### config.mk
export PLATFORM = sky130hd
export DESIGN_NAME = rf_wb_arbiter_flat
export DESIGN_NICKNAME = d
export VERILOG_FILES = /design/src/rtl/rf_wb_arbiter_if.sv /design/src/rtl/rf_wb_arbiter.sv /design/src/flat_wrapper.sv
export SDC_FILE = /design/constraint.sdc
export NUM_CORES = 1
export LEC_CHECK = 0
export CORE_MARGIN = 2
export CORE_UTILIZATION = 36
export CTS_CLUSTER_DIAMETER = 120
export CTS_CLUSTER_SIZE = 25
export DETAILED_ROUTE_END_ITERATION = 12
export PLACE_DENSITY = 0.82
export SLEW_MARGIN = 40
export SYNTH_ARGS = -nofsm -noshare
export SYNTH_HDL_FRONTEND = slang
export SYNTH_SLANG_ARGS = --single-unit
### constraint.sdc
create_clock -name clk -period 1.6 [get_ports clk]
set_input_delay 0.24 -clock clk [delete_from_list [all_inputs] [get_ports clk]]
set_output_delay 0.24 -clock clk [all_outputs]
set_load 0.02 [all_outputs]
### src/rtl/rf_wb_arbiter_if.sv
// rf_wb_arbiter_if: writeback source handshake (valid/rd/data with ready back)
interface rf_wb_arbiter_if #(
  parameter int ADDR_W = 5,
  parameter int DATA_W = 32
);
  logic              valid;
  logic [ADDR_W-1:0] rd;
  logic [DATA_W-1:0] data;
  logic              ready;
  modport master(output valid, rd, data, input ready);
  modport slave(input valid, rd, data, output ready);
endinterface

### src/rtl/rf_wb_arbiter.sv
// rf_wb_arbiter: LSU-priority register-file write port arbiter with ALU starvation guard
module rf_wb_arbiter #(
  parameter int ADDR_W     = 5,
  parameter int DATA_W     = 32,
  parameter int STARVE_MAX = 3
) (
  input  logic               clk,
  input  logic               rst,
  rf_wb_arbiter_if.slave     alu,
  rf_wb_arbiter_if.slave     lsu,
  output logic               wen_o,
  output logic [ADDR_W-1:0]  rd_o,
  output logic [DATA_W-1:0]  rd_data_o,
  output logic               starve_o
);
  localparam int CW = $clog2(STARVE_MAX + 1);
  typedef enum logic {NORMAL, FORCE_ALU} state_e;
  state_e            state_q, state_d;
  logic [CW-1:0]     cnt_q, cnt_d;
  logic              wen_q, wen_d;
  logic [ADDR_W-1:0] rd_q, rd_d;
  logic [DATA_W-1:0] data_q, data_d;
  logic              alu_rdy, lsu_rdy;
  always_ff @(posedge clk) begin
    if (rst) begin
      state_q <= NORMAL;
      cnt_q   <= '0;
      wen_q   <= 1'b0;
      rd_q    <= '0;
      data_q  <= '0;
    end else begin
      state_q <= state_d;
      cnt_q   <= cnt_d;
      wen_q   <= wen_d;
      rd_q    <= rd_d;
      data_q  <= data_d;
    end
  end
  always_comb begin
    cnt_d   = (alu.valid && !alu_rdy) ? cnt_q + 1'b1 : '0;
    state_d = (state_q == NORMAL && cnt_d == CW'(STARVE_MAX)) ? FORCE_ALU : NORMAL;
  end
  // FORCE_ALU lasts exactly one cycle; the ALU request is still held there
  always_comb begin
    alu_rdy  = !rst && alu.valid && (state_q == FORCE_ALU || !lsu.valid);
    lsu_rdy  = !rst && lsu.valid && state_q == NORMAL;
    starve_o = state_q == FORCE_ALU;
    rd_d     = lsu_rdy ? lsu.rd : alu_rdy ? alu.rd : rd_q;
    data_d   = lsu_rdy ? lsu.data : alu_rdy ? alu.data : data_q;
    wen_d    = (lsu_rdy || alu_rdy) && rd_d != '0;
  end
  assign alu.ready = alu_rdy;
  assign lsu.ready = lsu_rdy;
  assign wen_o     = wen_q;
  assign rd_o      = rd_q;
  assign rd_data_o = data_q;
endmodule
### src/flat_wrapper.sv
// flat-port wrapper written by rule: the top's interface ports become plain ports
module rf_wb_arbiter_flat 
#(
  parameter int ADDR_W     = 5,
  parameter int DATA_W     = 32,
  parameter int STARVE_MAX = 3
)
  (clk, rst, wen_o, rd_o, rd_data_o, starve_o, alu_valid, alu_rd, alu_data, alu_ready, lsu_valid, lsu_rd, lsu_data, lsu_ready);
  rf_wb_arbiter_if #(.ADDR_W(ADDR_W), .DATA_W(DATA_W)) alu_i ();
  rf_wb_arbiter_if #(.ADDR_W(ADDR_W), .DATA_W(DATA_W)) lsu_i ();
  input  logic clk;
  input  logic rst;
  output logic wen_o;
  output logic [ADDR_W-1:0] rd_o;
  output logic [DATA_W-1:0] rd_data_o;
  output logic starve_o;
  input wire logic [$bits(alu_i.valid)-1:0] alu_valid;
  input wire logic [$bits(alu_i.rd)-1:0] alu_rd;
  input wire logic [$bits(alu_i.data)-1:0] alu_data;
  output wire logic [$bits(alu_i.ready)-1:0] alu_ready;
  input wire logic [$bits(lsu_i.valid)-1:0] lsu_valid;
  input wire logic [$bits(lsu_i.rd)-1:0] lsu_rd;
  input wire logic [$bits(lsu_i.data)-1:0] lsu_data;
  output wire logic [$bits(lsu_i.ready)-1:0] lsu_ready;
  assign alu_i.valid = alu_valid;
  assign alu_i.rd = alu_rd;
  assign alu_i.data = alu_data;
  assign alu_ready = alu_i.ready;
  assign lsu_i.valid = lsu_valid;
  assign lsu_i.rd = lsu_rd;
  assign lsu_i.data = lsu_data;
  assign lsu_ready = lsu_i.ready;
  rf_wb_arbiter #(.ADDR_W(ADDR_W), .DATA_W(DATA_W), .STARVE_MAX(STARVE_MAX)) u_core (.clk(clk), .rst(rst), .alu(alu_i), .lsu(lsu_i), .wen_o(wen_o), .rd_o(rd_o), .rd_data_o(rd_data_o), .starve_o(starve_o));
endmodule
**Word-level counts from Yosys, hierarchy flattened**

Index checks and enable logic that the tools add are counted.

- Eq/ne operators: 1
- Reduce and logical (&&, ||, !) cells: 14
- $add $sub $neg: 1
- Bitwise operators: 1
- Multiplexer cells: 6

Operators with widths:

| kind | count |
|---|---|
| $mux 32 | 2 |
| $mux 5 | 2 |
| $logic_and 1x1->1 | 7 |
| $reduce_bool 5->1 | 1 |
| $logic_not 1->1 | 3 |
| $add 2x1->2 const B | 1 |
| $eq 2x2->1 const B | 1 |
| $logic_or 1x1->1 | 2 |
| $mux 2 | 1 |
| $reduce_bool 2->1 | 1 |
| $mux 1 | 1 |
| $not 1->1 | 1 |

- Input port bits: 78
- Word-level logic and storage cells: 28
- Register bits: 41

**Logic depth before layout (Yosys ltp)**

- Depth in word-level cells: 9
- Depth in mapped cells: 6
- Gate-level depth less buffers: 5

**Worst setup path before layout**

OpenSTA, ideal clock, no wires.

- Kind: reg-to-output
- From: register u_core.state_q, in the netlist u_core.starve_o
- To: output port alu_ready
- Buffers on the path: 2
- Arrival: 1.380 ns
- Path slack: -0.020 ns
- Cell stages (with the launch flop): 5
- Cells stage by stage: dfxtp_1 nand2b_4 buf_6 clkbuf_1 nor2b_1

- Cells in the longest elaborated chain, start to end: 2

RTL lines:

| item | RTL line | text |
|---|---|---|
| from (decl) | rf_wb_arbiter.sv:18 | `state_e state_q, state_d;` |
| from (signal assigned) | rf_wb_arbiter.sv:32 | `state_q <= state_d;` |
| $logic_or 1x1->1 | rf_wb_arbiter.sv:45 | `alu_rdy = !rst && alu.valid && (state_q == FORCE_ALU \|\| !lsu.valid);` |
| $logic_and 1x1->1 | rf_wb_arbiter.sv:45 |  |
| to (decl) | flat_wrapper.sv:20 | `output wire logic [$bits(alu_i.ready)-1:0] alu_ready;` |

Every way passes these cells.

**Worst setup path after layout**

- From: input port lsu_valid
- To: output port lsu_ready

- Cells in the longest elaborated chain, start to end: 2

RTL lines:

| item | RTL line | text |
|---|---|---|
| from (decl) | flat_wrapper.sv:21 | `input wire logic [$bits(lsu_i.valid)-1:0] lsu_valid;` |
| $logic_and 1x1->1 (2 in series) | rf_wb_arbiter.sv:46 | `lsu_rdy = !rst && lsu.valid && state_q == NORMAL;` |
| to (decl) | flat_wrapper.sv:24 | `output wire logic [$bits(lsu_i.ready)-1:0] lsu_ready;` |

Every way passes these cells.

==> flow_summary_export.csv <==
group,metric,value,unit
outcome,status,"complete, no violations",
floorplan,start_util,37.8,%
global_routing,grt_use_total,17.7,%
clocking,cts_max_level,2,
timing,fin_crit_sh,94.9,%
floorplan,ios,119,
layout,drive_above_1_share,10.0,%
min_path,min-delay-start,"alu_valid",
power_and_ir_drop,powerDensity,810,nW/um^2
clocking,clkSinkCount,41,
route,dr_total_vias,1802,
route,drt_iter0_drc,40,
critical_path,critPathCaptureType,"output pin",
power_and_ir_drop,cellLeakagePower,1.28,nW
global_routing,grt_max_degree,24,
layout,final_common_cell,"clkdlybuf4s50_1",
timing,slew_viol_final,0,
route,drc,0,
job,maxCapViolations,0,
critical_path,crit_arrival,1280,ps
place,place_area,3090,sq um
timing,fin_skew,7.41,ps
route,routed_wl,5170,um
layout,layout_common_cells,"clkdlybuf4s50_1 (115), dfxtp_1 (41), nor2_1 (38)",
power_and_ir_drop,power,2.58,mW
min_path,hp-class,"in2reg",
global_routing,gr-total-overflow,0,
place,dp_hpwl,3950,um
floorplan,dieArea,5600,sq um
route,via_per_inst,4.78,
place,port-buffer-count,118,
route,antenna_violating_nets_post_route,0,
critical_path,worst-path-max-fanout,8,
power_and_ir_drop,vdd_ir_drop_max,0.000552,V
global_routing,grt_pass1_vias,1685,
timing,timing.hold.ws,370,ps
clocking,cts-root-buf,"clkbuf_8",
layout,antenna_cells,0,
layout,nNetsFinal,387,
yosys,synth_seq_cells,41,
global_routing,antenna_found_initial,0,
yosys,syn_area,1810,sq um
clocking,clkLatencyLatePin,280,ps
critical_path,cp.required,1360,ps
timing,worst_pin_slew,252,ps
global_routing,grt_pass1_wl,7700,um
timing,timing.fmax,658,MHz
yosys,syn_nets,264,
clocking,numCtsBuffers,5,
layout,fin_area,3190,sq um
clocking,post_cts_buffers,0,
timing,tns,0,ps
route,firstDrtPassIters,4,
clocking,path_clk_slew,80,ps
layout,area_delta_synth_final,76.4,%
layout,fill_cells,421,
yosys,synth.distinct_cells,22,
critical_path,crit_start,"lsu_valid",
yosys,ys_seq_area_share,45.4,%
timing,slew_headroom,83.1,%
critical_path,r2r-start,"u_core.starve_o",
route,wl_per_cell,13.7,um
yosys,avgSynthCellArea,9.71,sq um
clocking,cts_tree,"yes",
floorplan,fp-row-count,25,
yosys,yosysWarnings,0,
floorplan,die_y,74.8,um
timing,finalHoldViolCount,0,
floorplan,coreArea,4790,sq um
timing,setup_viol_count_final,0,
floorplan,die_w,74.8,um
layout,fin_util,66.6,%
clocking,clockBufferDepth,2,
yosys,syn_inst,186,
place,gp_congestion,0.794,
critical_path,path_class,"in2out",
critical_path,cp-start-kind,"input pin",
timing,period_minus_slack,1520,ps
timing,rsz0062_at_grt,"no",
-- routing by layer --
metal  track usage, %  share of wire [%]  vias up
li1                 -                  -      916
met1             22.3                 43      805
met2             30.5                 48       77
met3             4.15                8.2        4
met4             4.76               0.41        0
met5                0                  0        -
-- registers in the layout (all words and copies together) (netlist names) --
name	count
u_core.cnt_q	2
u_core.rd_o	5
u_core.wen_o	1
u_core.starve_o	1
u_core.rd_data_o	32
-- cell families (layout without fill, tap and decap cells) --
group / after synthesis / after routing / synth area share, %
DFF: 41 / 41 / 45.4
xor gates and xnor gates: 1 / 1 / 0.485
and+or+nand+nor: 49 / 49 / 11.8
muxes: 35 / 35 / 19.6
buffers and inverters: 19 / 143 / 5.40
AOI/OAI and AO/OA: 41 / 41 / 17.2
-- repair_timing --
action | CTS | global route
hold buffers | 0 | 0
gates resized for setup | 3 | 1
endpoints found under the setup margin | 2 | 1
-- path summary, 6_finish.rpt --
| check | endpoint | slack [ps] | depth (start not counted) |
|---|---|---|---|
| max | lsu_ready | 80 | 4 |
| min | u_core.cnt_q[0] | 370 | 4 |
| max reg2reg | u_core.wen_o | 160 | 5 |
| min reg2reg | u_core.cnt_q[0] | 470 | 1 |
-- worst max-delay path, cell delays in order --
cell             delay [ps]
clkdlybuf4s50_1         500
nand2b_4                100
nor2_1                  100
dlygate4sd2_1           340
-- stage by stage --
stage / std cells / worst slack (ps)
finish: 377 / 80.9
global route: 377 / 29.0
CTS: 377 / 19.7
detailed placement: 369 / -281
global placement: 369 / -272
floorplan: 186 / 54.3
-- cell type report --
| cell class | instances | area (sq um) | share of cell area [%] |
|---|---|---|---|
| Multi-Input combinational cell | 126 | 891 | 28.0 |
| Inverter | 2 | 7.51 | 0.236 |
| Clock buffer | 7 | 96.3 | 3.02 |
| Clock inverter | 1 | 5.00 | 0.157 |
| Tap cell | 67 | 83.8 | 2.63 |
| Timing Repair Buffer | 133 | 1280 | 40.2 |
| Sequential cell | 41 | 821 | 25.8 |
-- cell usage after synthesis (all sizes together) --
| cell type | n | share of area [%] |
|---|---|---|
| a211oi | 32 | 13 |
| nand2b | 5 | 2.1 |
| inv | 2 | 0.42 |
| and3 | 1 | 0.35 |
| a21oi | 1 | 0.90 |
| mux2 | 3 | 1.9 |
| a31oi | 1 | 0.35 |
| dfxtp | 41 | 45 |
| nand2 | 1 | 0.21 |
| mux2i | 32 | 18 |
| nor4 | 1 | 0.35 |
| nor2b | 1 | 0.35 |
| clkbuf | 9 | 1.9 |
| xnor2 | 1 | 0.48 |
| o22ai | 5 | 1.7 |
| buf | 8 | 3.1 |
| nor3 | 2 | 0.55 |
| o22a | 2 | 0.97 |
| nor2 | 38 | 7.9 |
-- power breakdown --
group	switching (mW)	internal, mW
clock network	0.345	0.390
registers	0.0400	1.10
logic	0.296	0.414
Note: power is estimated with default switching activity, not from simulation.
